[src/rtl/sine_voice_sched_pkg.sv]
// Shared types and widths for the sine voice scheduler.
package sine_pkg;

   typedef enum logic [1:0] {
      IDLE  = 2'd0,
      ISSUE = 2'd1,
      DRAIN = 2'd2
   } state_t;

   localparam int LUT_PHASE_W = 16;
   localparam int LUT_MAG_W   = 15;
   localparam int SAMPLE_W    = 16;

endpackage

[src/rtl/sine_voice_sched_if.sv]
// Config, lookup-path and sample-output signals of the voice scheduler.
interface sine_voice_sched_if
   import sine_pkg::*;
#(
   parameter int NUM_VOICES = 4,
   parameter int PHASE_W    = 24
);
   localparam int VW = $clog2(NUM_VOICES);

   logic                   i_sample_tick;
   logic                   i_cfg_we;
   logic [VW-1:0]          i_cfg_voice;
   logic [PHASE_W-1:0]     i_cfg_inc;
   logic                   i_cfg_en;
   logic                   i_cfg_phase_clr;
   logic [LUT_PHASE_W-1:0] o_lut_phase;
   logic                   o_lut_req;
   logic [LUT_MAG_W-1:0]   i_lut_mag;
   logic [SAMPLE_W-1:0]    o_sample;
   logic [VW-1:0]          o_voice;
   logic                   o_valid;
   logic                   o_busy;
   logic                   o_overrun;

   modport master (
      output i_sample_tick, i_cfg_we, i_cfg_voice, i_cfg_inc, i_cfg_en, i_cfg_phase_clr,
      output i_lut_mag,
      input  o_lut_phase, o_lut_req, o_sample, o_voice, o_valid, o_busy, o_overrun
   );

   modport slave (
      input  i_sample_tick, i_cfg_we, i_cfg_voice, i_cfg_inc, i_cfg_en, i_cfg_phase_clr,
      input  i_lut_mag,
      output o_lut_phase, o_lut_req, o_sample, o_voice, o_valid, o_busy, o_overrun
   );

endinterface

[src/rtl/sine_voice_sched_tag_pipe.sv]
// Shift register that delays each issue tag to line up with the ROM magnitude.
module sine_tag_pipe #(
   parameter int DEPTH = 2,
   parameter int W     = 4
) (
   input  logic         i_clk,
   input  logic         i_rst_n,
   input  logic [W-1:0] i_d,
   output logic [W-1:0] o_q
);

   logic [W-1:0] stage [DEPTH];

   // shift one stage per clock; reset flushes any in-flight tags
   always_ff @(posedge i_clk or negedge i_rst_n) begin
      if (!i_rst_n) begin
         for (int i = 0; i < DEPTH; i++) stage[i] <= '0;
      end else begin
         stage[0] <= i_d;
         for (int i = 1; i < DEPTH; i++) stage[i] <= stage[i-1];
      end
   end

   assign o_q = stage[DEPTH-1];

endmodule

[src/rtl/sine_voice_sched.sv]
// Time-multiplexed phase accumulators sharing one quarter-wave sine lookup.
//
// state | meaning
// IDLE  | waiting for a sample tick
// ISSUE | one voice per cycle, ascending, sent to the lookup path
// DRAIN | waiting LUT_LAT+1 cycles for the last sample to come out
module sine_voice_sched
   import sine_pkg::*;
#(
   parameter int NUM_VOICES = 4,
   parameter int PHASE_W    = 24,
   parameter int LUT_LAT    = 2
) (
   input  logic            i_clk,
   input  logic            i_rst_n,
   sine_voice_sched_if.slave bus
);

   localparam int VW = $clog2(NUM_VOICES);
   localparam int CW = $clog2(LUT_LAT + 1);

   state_t             state, state_nxt;
   logic [VW-1:0]      idx, idx_nxt;
   logic [CW-1:0]      cnt, cnt_nxt;

   logic [PHASE_W-1:0] inc_r   [NUM_VOICES];
   logic [PHASE_W-1:0] phase_r [NUM_VOICES];
   logic [NUM_VOICES-1:0] en_r;

   logic                   issue;
   logic [LUT_PHASE_W-1:0] cur_phase;
   logic [VW+1:0]          tag_in, tag_q;
   logic                   vld_q;
   logic [SAMPLE_W-1:0]    mag_ext, sample_nxt;
   logic                   overrun_q, valid_q;
   logic [VW-1:0]          voice_q;
   logic [SAMPLE_W-1:0]    sample_q;

   assign issue     = (state == ISSUE);
   assign cur_phase = phase_r[idx][PHASE_W-1 -: LUT_PHASE_W];

   // state register with issue index and drain down-counter
   always_ff @(posedge i_clk or negedge i_rst_n) begin
      if (!i_rst_n) begin
         state <= IDLE;
         idx   <= '0;
         cnt   <= '0;
      end else begin
         state <= state_nxt;
         idx   <= idx_nxt;
         cnt   <= cnt_nxt;
      end
   end

   // next-state: ISSUE walks all voices, DRAIN counts LUT_LAT down to 0
   always_comb begin
      state_nxt = state;
      idx_nxt   = idx;
      cnt_nxt   = cnt;
      case (state)
         IDLE: begin
            if (bus.i_sample_tick) begin
               state_nxt = ISSUE;
               idx_nxt   = '0;
            end
         end
         ISSUE: begin
            if (idx == VW'(NUM_VOICES - 1)) begin
               state_nxt = DRAIN;
               cnt_nxt   = CW'(LUT_LAT);
            end else begin
               idx_nxt = idx + 1'b1;
            end
         end
         DRAIN: begin
            if (cnt == '0) state_nxt = IDLE;
            else           cnt_nxt   = cnt - 1'b1;
         end
         default: state_nxt = IDLE;
      endcase
   end

   // voice registers; a phase clear wins over the same-cycle accumulate
   always_ff @(posedge i_clk or negedge i_rst_n) begin
      if (!i_rst_n) begin
         for (int k = 0; k < NUM_VOICES; k++) begin
            inc_r[k]   <= '0;
            phase_r[k] <= '0;
         end
         en_r <= '0;
      end else begin
         for (int k = 0; k < NUM_VOICES; k++) begin
            if (bus.i_cfg_we && bus.i_cfg_voice == VW'(k)) begin
               inc_r[k] <= bus.i_cfg_inc;
               en_r[k]  <= bus.i_cfg_en;
            end
            if (bus.i_cfg_we && bus.i_cfg_voice == VW'(k) && bus.i_cfg_phase_clr)
               phase_r[k] <= '0;
            else if (issue && idx == VW'(k) && en_r[k])
               phase_r[k] <= phase_r[k] + inc_r[k];
         end
      end
   end

   assign tag_in = {idx, cur_phase[LUT_PHASE_W-1], en_r[idx]};

   sine_tag_pipe #(.DEPTH(LUT_LAT), .W(VW + 2)) u_tag_pipe (
      .i_clk   (i_clk),
      .i_rst_n (i_rst_n),
      .i_d     (tag_in),
      .o_q     (tag_q)
   );

   sine_tag_pipe #(.DEPTH(LUT_LAT), .W(1)) u_vld_pipe (
      .i_clk   (i_clk),
      .i_rst_n (i_rst_n),
      .i_d     (issue),
      .o_q     (vld_q)
   );

   assign mag_ext    = {1'b0, bus.i_lut_mag};
   assign sample_nxt = !tag_q[0] ? '0 : (tag_q[1] ? -mag_ext : mag_ext);

   // retag the returned magnitude and register the sample outputs
   always_ff @(posedge i_clk or negedge i_rst_n) begin
      if (!i_rst_n) begin
         valid_q   <= 1'b0;
         voice_q   <= '0;
         sample_q  <= '0;
         overrun_q <= 1'b0;
      end else begin
         valid_q   <= vld_q;
         overrun_q <= bus.i_sample_tick && (state != IDLE);
         if (vld_q) begin
            voice_q  <= tag_q[VW+1:2];
            sample_q <= sample_nxt;
         end
      end
   end

   assign bus.o_lut_req   = issue;
   assign bus.o_lut_phase = issue ? cur_phase : '0;
   assign bus.o_sample    = sample_q;
   assign bus.o_voice     = voice_q;
   assign bus.o_valid     = valid_q;
   assign bus.o_busy      = (state != IDLE);
   assign bus.o_overrun   = overrun_q;

endmodule

[src/flat_wrapper.sv]
// flat-port wrapper written by rule: the top's interface ports become plain ports
module sine_voice_sched_flat import sine_pkg::*;
#(
   parameter int NUM_VOICES = 4,
   parameter int PHASE_W    = 24,
   parameter int LUT_LAT    = 2
)
  (i_clk, i_rst_n, bus_i_sample_tick, bus_i_cfg_we, bus_i_cfg_voice, bus_i_cfg_inc, bus_i_cfg_en, bus_i_cfg_phase_clr, bus_i_lut_mag, bus_o_lut_phase, bus_o_lut_req, bus_o_sample, bus_o_voice, bus_o_valid, bus_o_busy, bus_o_overrun);
  sine_voice_sched_if #(.NUM_VOICES(NUM_VOICES), .PHASE_W(PHASE_W)) bus_i ();
  input  logic i_clk;
  input  logic i_rst_n;
  input wire logic [$bits(bus_i.i_sample_tick)-1:0] bus_i_sample_tick;
  input wire logic [$bits(bus_i.i_cfg_we)-1:0] bus_i_cfg_we;
  input wire logic [$bits(bus_i.i_cfg_voice)-1:0] bus_i_cfg_voice;
  input wire logic [$bits(bus_i.i_cfg_inc)-1:0] bus_i_cfg_inc;
  input wire logic [$bits(bus_i.i_cfg_en)-1:0] bus_i_cfg_en;
  input wire logic [$bits(bus_i.i_cfg_phase_clr)-1:0] bus_i_cfg_phase_clr;
  input wire logic [$bits(bus_i.i_lut_mag)-1:0] bus_i_lut_mag;
  output wire logic [$bits(bus_i.o_lut_phase)-1:0] bus_o_lut_phase;
  output wire logic [$bits(bus_i.o_lut_req)-1:0] bus_o_lut_req;
  output wire logic [$bits(bus_i.o_sample)-1:0] bus_o_sample;
  output wire logic [$bits(bus_i.o_voice)-1:0] bus_o_voice;
  output wire logic [$bits(bus_i.o_valid)-1:0] bus_o_valid;
  output wire logic [$bits(bus_i.o_busy)-1:0] bus_o_busy;
  output wire logic [$bits(bus_i.o_overrun)-1:0] bus_o_overrun;
  assign bus_i.i_sample_tick = bus_i_sample_tick;
  assign bus_i.i_cfg_we = bus_i_cfg_we;
  assign bus_i.i_cfg_voice = bus_i_cfg_voice;
  assign bus_i.i_cfg_inc = bus_i_cfg_inc;
  assign bus_i.i_cfg_en = bus_i_cfg_en;
  assign bus_i.i_cfg_phase_clr = bus_i_cfg_phase_clr;
  assign bus_i.i_lut_mag = bus_i_lut_mag;
  assign bus_o_lut_phase = bus_i.o_lut_phase;
  assign bus_o_lut_req = bus_i.o_lut_req;
  assign bus_o_sample = bus_i.o_sample;
  assign bus_o_voice = bus_i.o_voice;
  assign bus_o_valid = bus_i.o_valid;
  assign bus_o_busy = bus_i.o_busy;
  assign bus_o_overrun = bus_i.o_overrun;
  sine_voice_sched #(.NUM_VOICES(NUM_VOICES), .PHASE_W(PHASE_W), .LUT_LAT(LUT_LAT)) u_core (.i_clk(i_clk), .i_rst_n(i_rst_n), .bus(bus_i));
endmodule
[config.mk]
export PLATFORM = sky130hd
export DESIGN_NAME = sine_voice_sched_flat
export DESIGN_NICKNAME = d
export VERILOG_FILES = /design/src/rtl/sine_voice_sched_pkg.sv /design/src/rtl/sine_voice_sched_if.sv /design/src/rtl/sine_voice_sched_tag_pipe.sv /design/src/rtl/sine_voice_sched.sv /design/src/flat_wrapper.sv
export SDC_FILE = /design/constraint.sdc
export NUM_CORES = 1
export LEC_CHECK = 0
export ABC_CLOCK_PERIOD_IN_PS = 7800
export CAP_MARGIN = 5
export CORE_AREA = 3 3 129 256
export CTS_CLUSTER_SIZE = 28
export DETAILED_ROUTE_END_ITERATION = 7
export DIE_AREA = 0 0 132 259
export GPL_TIMING_DRIVEN = 0
export SYNTH_ARGS = -nofsm -noshare
export SYNTH_HDL_FRONTEND = slang
export SYNTH_HIERARCHICAL = 1
export SYNTH_SLANG_ARGS = --single-unit
[constraint.sdc]
create_clock -name i_clk -period 7.8 [get_ports i_clk]
set_input_delay 1.95 -clock i_clk [delete_from_list [all_inputs] [get_ports i_clk]]
set_output_delay 1.95 -clock i_clk [all_outputs]
set_load 0.005 [all_outputs]
==> results of run 1 <==
Yosys cell counts (4+ instances only):
master	count
nor3_1	17
o22ai_1	16
and3_1	14
nand3b_1	6
a21o_1	54
a21oi_1	129
o21ai_0	63
clkbuf_1	48
nand2b_1	12
o21a_1	7
or3_1	7
xnor2_1	42
a22o_1	6
mux4_2	17
o21ai_1	6
nor2_1	51
o21bai_1	8
and2_1	24
ha_1	98
a211oi_1	17
fa_1	4
a31oi_1	15
nor2b_1	7
o31ai_1	11
inv_1	42
nand4_1	8
xor2_1	43
nand2_1	165
mux2i_1	10
nand3_1	26
a211o_1	5
mux2_2	103
dfrtp_1	232
buf_4	4
flip-flops by register name, indices dropped and copies added (netlist names):
register	cells
u_core/inc_r	96
u_core/phase_r	96
u_core/bus.o_sample	16
u_core/en_r	4
u_core/u_tag_pipe/o_q	4
u_core/u_tag_pipe/stage	4
u_core/bus.o_voice	2
u_core/cnt	2
u_core/idx	2
u_core/state	2
u_core/bus.o_overrun	1
u_core/bus.o_valid	1
u_core/u_vld_pipe/o_q	1
u_core/u_vld_pipe/stage	1
layout by cell type (no fill, tap or decap), types with 24 or more instances in the layout:
master and instances:
xnor2_1 42, inv_1 42, clkdlybuf4s50_1 83, nand2_1 165
dfrtp_1 232, clkbuf_1 50, xor2_1 43, mux2_2 103
clkbuf_16 25, o21ai_0 63, a21o_1 54, ha_1 98
and2_1 24, nor2_1 51, nand3_1 26, a21oi_1 129
worst max-delay path: stages, from the launching register on:
cell and delay [ps]:
dfrtp_1 440, nor2b_1 180, clkbuf_1 270, clkbuf_1 460
clkbuf_1 530, and2_1 280, clkdlybuf4s50_1 520
power breakdown:
part / internal, mW / switching, mW
clock: 0.735 / 0.513
combinational: 1.45 / 1.71
sequential: 1.59 / 0.292
worst max-delay path by stage:
stage,to,cells past startpoint,slack [ps],start
after floorplan,bus_o_lut_phase[15],3,4190,u_core/idx[0]
after global placement,u_core/u_tag_pipe/o_q[0],1,-5360,i_rst_n
after detailed placement,u_core/phase_r[76],6,2700,bus_i_cfg_we
after CTS,bus_o_lut_phase[8],6,2630,u_core/state[0]
after global routing,bus_o_lut_phase[7],6,2470,u_core/state[0]
final,bus_o_lut_phase[8],6,2640,u_core/state[0]
layout make-up:
class | count | share of cell area
clock buffer | 32 | 0.0432
buffer | 55 | 0.0137
inverter | 42 | 0.00970
tap | 423 | 0.0326
multi-input combinational | 1048 | 0.479
timing repair buffer | 86 | 0.0555
clock inverter | 12 | 0.00917
sequential | 232 | 0.357
routing by layer:
metal	GRT usage	vias up	share of wire
met5	0	-	0
met2	0.456	236	0.56
met1	0.229	5417	0.35
li1	-	5222	-
met4	0.128	0	0.061
met3	0.0204	114	0.027
kinds of logic (layout without fill, tap and decap cells):
kind of cell	count (synthesis)	after routing	synth area share
AOI/OAI and AO/OA	373	373	0.171
and+or+nand+nor	358	358	0.121
DFF	232	232	0.416
muxes	130	130	0.118
adders and majority gates	102	102	0.0935
buffers and inverters	97	227	0.0272
xor gates and xnor gates	85	85	0.0533
==> results_dict.tcl, run 1 <==
set metrics [dict create \
    clock_latency_ps 540 \
    syn_area_per_cell_um2 10.1 \
    fillers 2934 \
    r2r_end "u_core/phase_r[56]" \
    whs_ps 354 \
    cts_hold_buffers 0 \
    hold_end "u_core/u_vld_pipe/o_q" \
    final.setup.tns_ps 0 \
    htreeDepth 1 \
    end_kind "output port" \
    maxCapViolations 0 \
    dpl_cell_area_um2 15400 \
    drtAntennaViolNets 0 \
    synth_enable_flop_cells 0 \
    placed_cells 1886 \
    ys.flop_type "dfrtp_1" \
    setup_viol 0 \
    gp_congestion 0.920 \
    reg2reg_from "u_core/idx[1]" \
    cts_sinks 232 \
    cellPowerDensity_nw_per_um2 387 \
    period_needed_ps 5160 \
    fin_crit_sh 0.662 \
    areaGrowthSynthToFinish_pct 16.3 \
    ys_types 75 \
    hold_path_class "reg2reg" \
    post_drt_wl_per_cell_um 20.5 \
    layout.nets 1638 \
    r2r_cells 9 \
    synth_area_um2 14000 \
    place_ws_ps 2700 \
    worstSetupPathType "reg2out" \
    io_pins 85 \
    ys_seq_area_frac 0.416 \
    grt.overflow.total 0 \
    antennaDiodeCount 0 \
    design_area_um2 16200 \
    drc_errors 0 \
    syn-num-nets 1526 \
    max_clock_freq_mhz 194 \
    layout.cells.non_filler 1930 \
    peakVddDrop_uv 209 \
    power.total_mw 6.28 \
    grt_setup_unrepaired "no" \
    num_rows 92 \
    antenna_found_initial 0 \
    maxSlewHeadroom 0.246 \
    die_h_um 259 \
    dpl.hpwl_um 31100 \
    synth_top_area_frac 0.416 \
    root_buffer "clkbuf_16" \
    clockBufferDepth 3 \
    cts_repair_resize_count 0 \
    crit_arrival_ps 3210 \
    port_buffers 84 \
    final-max-slew-violation-count 0 \
    grt_max_degree 118 \
    ys_ff_latch 232 \
    async_flop_share 1.00 \
    via_per_inst 5.69 \
    crit_fanout 11 \
    synthCells 1377 \
    post-synth-top-area-cell "dfrtp_1" \
    worst_clock_skew_ps 13.9 \
    hold_viol_final 0 \
    core_um2 31400 \
    clkTransAtPathRegs_ps 70 \
    whs_path_depth 0 \
    drive_gt1_frac 0.125 \
    dr.first_iter.drc_count 443 \
    reg2reg_setup_slack_ps 4120 \
    yosysWarnings 6 \
    synthTopCellsByArea "dfrtp_1 (42%), ha_1 (8.8%), mux2_2 (8.3%)" \
    dieArea_um2 34200 \
    vias 11000 \
    leakage_nw 7.37 \
    tightest_slew_ps 1130 \
    required_ps 5850 \
    tritoncts "built" \
    min_from "u_core/u_vld_pipe/stage[1]" \
    initial_core_util 0.444 \
    start_kind "flop" \
    cts_made_buffers 24 \
    status "finished, final reports clean" \
    grt_pass1_wl_um 61700 \
    multiInputGateArea_um2 7780 \
    finalWirelength_um 39600 \
    cts_setup_buffers 0 \
    die_width_um 132 \
    dr.pass1.iters 5 \
    seq_area_um2 5810 \
    final_util 0.517 \
    grt.total_usage 0.229 \
    grt_pass1_vias 11500 \
    timing.final.ws_setup_ps 2640 \
]
No activity file was read; power rests on OpenSTA's default activity.
==> run 2, diff against run 1 <==
--- a/config.mk
+++ b/config.mk
@@ -5,7 +5,7 @@
 export SDC_FILE = /design/constraint.sdc
 export NUM_CORES = 1
 export LEC_CHECK = 0
-export ABC_CLOCK_PERIOD_IN_PS = 7800
+export ABC_CLOCK_PERIOD_IN_PS = 4350
 export CAP_MARGIN = 5
 export CORE_AREA = 3 3 129 256
 export CTS_CLUSTER_SIZE = 28
==> constraint.sdc (replaced) <==
create_clock -name i_clk -period 4.35 [get_ports i_clk]
set_input_delay 1.0875 -clock i_clk [delete_from_list [all_inputs] [get_ports i_clk]]
set_output_delay 1.0875 -clock i_clk [all_outputs]
set_load 0.005 [all_outputs]
==> results_dict.tcl, run 2 (same netlist as run 1, synthesis figures left out) <==
set metrics [dict create \
    status "finished, final reports clean" \
    peakVddDrop_uv 375 \
    drtAntennaViolNets 0 \
    maxCapViolations 0 \
    grt_pass1_wl_um 61700 \
    dpl.hpwl_um 31100 \
    dr.first_iter.drc_count 447 \
    setup_viol 0 \
    layout.nets 1638 \
    die_width_um 132 \
    place_ws_ps 115 \
    drive_gt1_frac 0.125 \
    gp_congestion 0.920 \
    drc_errors 0 \
    hold_path_class "in2async" \
    start_kind "flop" \
    period_needed_ps 4200 \
    reg2reg_from "u_core/idx[1]" \
    r2r_end "u_core/phase_r[56]" \
    die_h_um 259 \
    final.setup.tns_ps 0 \
    num_rows 92 \
    cts_sinks 232 \
    required_ps 3260 \
    layout.cells.non_filler 1930 \
    maxSlewHeadroom 0.246 \
    initial_core_util 0.444 \
    r2r_cells 9 \
    crit_chain "clkbuf_1 > clkbuf_1 > mux4_2 > and2_1 > clkdlybuf4s50_1" \
    htreeDepth 1 \
    placed_cells 1886 \
    antennaDiodeCount 0 \
    grt_pass1_vias 11500 \
    design_area_um2 16200 \
    tritoncts "built" \
    max_clock_freq_mhz 238 \
    final_util 0.517 \
    fin_crit_sh 0.966 \
    io_pins 85 \
    gr-usage-met3 0.0204 \
    grt.total_usage 0.229 \
    core_um2 31400 \
    worstSetupPathType "reg2out" \
    reg2reg_setup_slack_ps 660 \
    finalWirelength_um 39600 \
    tightest_slew_ps 1130 \
    crit_arrival_ps 3110 \
    power.total_mw 11.3 \
    post_drt_wl_per_cell_um 20.5 \
    path_buf_inv 3 \
    areaGrowthSynthToFinish_pct 16.3 \
    gr-usage-met2 0.456 \
    root_buffer "clkbuf_16" \
    clkTransAtPathRegs_ps 70 \
    worst_clock_skew_ps 13.7 \
    grt_max_degree 118 \
    dpl_cell_area_um2 15400 \
    vias 11000 \
    layout_common_cells "dfrtp_1 (232), nand2_1 (165), a21oi_1 (129), mux2_2 (103), ha_1 (98)" \
    globalRouteMet1Util 0.229 \
    hold_viol_final 0 \
    via_per_inst 5.70 \
    dieArea_um2 34200 \
    cts_hold_buffers 0 \
    cts_setup_buffers 0 \
    grt_setup_unrepaired "no" \
    leakage_nw 7.37 \
    slowest_delay_ps 550 \
    clockBufferDepth 3 \
    clock_latency_ps 540 \
    cellPowerDensity_nw_per_um2 693 \
    timing.final.ws_setup_ps 150 \
    crit_top_cell "clkbuf_1" \
    cp_top_family "buffers and inverters" \
    end_kind "output port" \
    grt.overflow.total 0 \
    crit_slowest_cell "clkbuf_1" \
    whs_ps 345 \
    port_buffers 84 \
    busiest_layer "met2" \
    antenna_found_initial 0 \
    final-max-slew-violation-count 0 \
    dr.pass1.iters 5 \
    crit_fanout 10 \
    final_common_cell "dfrtp_1" \
    cts_made_buffers 24 \
]
run 2: cell types whose count changed in the layout (fill, tap and decap cells not counted):
cell / delta
clkbuf_2: +1
clkbuf_1: -1
run 2: metal layers:
metal,wire (um),vias to the layer above
li1,-,5224
met1,14000,5422
met2,22100,237
met3,1060,114
met4,2430,0
met5,0,-
run 2: final cells by class:
| cell class | count | area (um2) |
|---|---|---|
| buffer | 55 | 224 |
| clock inverter | 12 | 149 |
| tap | 423 | 529 |
| sequential | 232 | 5810 |
| multi-input combinational | 1048 | 7780 |
| clock buffer | 32 | 702 |
| timing repair buffer | 86 | 901 |
| inverter | 42 | 158 |
| fill | 2933 | 15200 |
run 2: repair_timing:
item                                    4_1_cts  5_1_grt
gates resized for setup                       0        2
endpoints found under the hold margin         0        0
endpoints found under the setup margin        0        9
run 2: worst max path at each step:
stage,from,endpoint,cells past startpoint
after floorplan,u_core/idx[0],bus_o_lut_phase[15],3
after global placement,i_rst_n,u_core/u_tag_pipe/o_q[0],1
after detailed placement,bus_i_cfg_we,u_core/phase_r[76],6
after CTS,u_core/state[0],bus_o_lut_phase[8],6
after global routing,u_core/idx[1],bus_o_lut_phase[10],5
final,u_core/idx[1],bus_o_lut_phase[9],5
run 2: power by group:
part	leakage [nW]	total [mW]	switching, mW	internal (mW)
clock	0.421	2.24	0.919	1.32
sequential	2.88	3.37	0.523	2.84
combinational	4.06	5.66	3.06	2.60
==> edit (flow settings as in run 1) <==
Re-encode `state_t` (3 states) as one-hot, 3 bits wide.
--- a/src/rtl/sine_voice_sched_pkg.sv
+++ b/src/rtl/sine_voice_sched_pkg.sv
@@ -1,10 +1,10 @@
 // Shared types and widths for the sine voice scheduler.
 package sine_pkg;
 
-   typedef enum logic [1:0] {
-      IDLE  = 2'd0,
-      ISSUE = 2'd1,
-      DRAIN = 2'd2
+   typedef enum logic [2:0] {
+      IDLE  = 3'b001,
+      ISSUE = 3'b010,
+      DRAIN = 3'b100
    } state_t;
 
    localparam int LUT_PHASE_W = 16;
Function: same outputs for any inputs over 4 cycles, from zero or initial values and one cycle with i_rst_n low; so few cycles prove little.
==> edit against run 1 <==
Combinational power down 28%; global-route usage up 1.6 points; final area up 2.0%; setup slack better by 0.081 ns; sequential power down 7%; total power down 17%; routed wire length up 5.8%; sequential cell count up 1; area after synthesis up 2.6%.
==> edit: results <==
{
  "syn_avg_cell_area_um2": 10.0,
  "routed_wl_mm": 41.9,
  "synthXorXnorAreaFrac_pct": 4.77,
  "post-place-ws_ns": 2.78,
  "path_clk_slew_ns": 0.06,
  "yosys-top-cells-count": "dfrtp_1 (232), nand2_1 (162), a21oi_1 (133), mux2_2 (103), ha_1 (98)",
  "place.gp.congestion": 0.965,
  "dr_wl_met2_mm": 23.3,
  "synthMuxAreaShare_pct": 11.5,
  "worst-r2r-setup-slack_ns": 4.51,
  "nNetsFinal": 1694,
  "synthTopCellsByArea": "dfrtp_1 (41%), ha_1 (8.6%), mux2_2 (8.1%)",
  "hpwl_mm": 33.2,
  "yosysSeqAreaShare_pct": 40.7,
  "relSlewSlack_pct": 27.5,
  "dr.first_iter.drc_count": 521,
  "met3_length_mm": 1.19,
  "cp.arrival_ns": 3.13,
  "worst_clock_skew_ns": 0.0171,
  "worstReg2RegEnd": "u_core/phase_r[94]",
  "grt_pass1_wl_mm": 65.9,
  "grt_max_degree": 116,
  "track_usage_pct": 24.5,
  "syn_nets": 1582,
  "status": "completed",
  "synthAdderAreaFrac_pct": 9.12,
  "synth_compound_area_share_pct": 17.7,
  "met1_length_mm": 14.7,
  "p_leak_nw": 7.55,
  "fin_cells": 1987,
  "dr_total_vias": 11400,
  "yosysUniqueCellTypes": 78,
  "drive_above_1_share_pct": 13.0,
  "path_max_fanout": 10
}
==> edit: changes by cell type after synthesis, sizes merged, moves of 5 or more <==
cell    change
nor3b       +5
and2       -16
xor2       -13
and3       +19
a21o        +5
xnor2       +6
nand4       +9
buf         +9
nor2b       +6
nor2       +11
a22o        +5
a221oi      -5
a21oi       +5
==> edit: stage by stage <==
stage	area (um^2)	hold WS [ns]	utilization (%)
3_5_place_dp	15800	0.339	50.1
3_3_place_gp	15700	0.334	50.0
6_report	16600	0.349	52.7
4_1_cts	16600	0.350	52.7
2_1_floorplan	14300	0.331	-
5_1_grt	16600	0.355	52.7
==> edit: final cells by class <==
cell class,instances,area (um^2)
Antenna cell,1,2.50
Buffer,67,278
Clock buffer,32,682
Clock inverter,12,126
Fill cell,2890,14900
Inverter,40,150
Multi-Input combinational cell,1093,8070
Sequential cell,233,5830
Tap cell,423,529
Timing Repair Buffer,86,901
==> edit: cell families (layout without fill, tap and decap cells) <==
family	after synthesis	after routing
fa+ha+maj	102	102
xor+xnor	78	78
compound gates	390	390
simple gates	392	392
mux	131	131
flops	233	233
other cells	0	1
buf+inv	107	237
==> edit: layer usage <==
layer / track usage [%] / up-vias
met5: 0 / -
met4: 14.6 / 0
met3: 2.09 / 124
met2: 48.5 / 285
met1: 24.3 / 5576
li1: - / 5451
==> edit: power breakdown <==
part,internal [mW],leakage (nW),switching (mW)
registers,1.51,2.96,0.239
clock network,0.685,0.395,0.517
logic,1.04,4.19,1.23
==> edit: worst max path at each step <==
| stage | end | cells past startpoint | start | slack [ns] |
|---|---|---|---|---|
| 2_1_floorplan | bus_o_lut_phase[10] | 4 | u_core/idx[0] | 4.19 |
| 3_3_place_gp | u_core/inc_r[44] | 1 | i_rst_n | -5.44 |
| 3_5_place_dp | u_core/phase_r[47] | 7 | bus_i_cfg_voice[0] | 2.78 |
| 4_1_cts | bus_o_lut_phase[10] | 5 | u_core/idx[1] | 2.69 |
| 5_1_grt | bus_o_lut_phase[7] | 5 | u_core/idx[1] | 2.59 |
| 6_report | bus_o_lut_phase[7] | 5 | u_core/idx[1] | 2.72 |
==> edit: worst max-delay path, cell delays in order (launching register included) <==
cell and delay [ns]:
dfrtp_1 0.45, clkbuf_1 0.55, buf_1 0.52, mux4_2 0.39, and3_1 0.23, clkdlybuf4s50_1 0.46
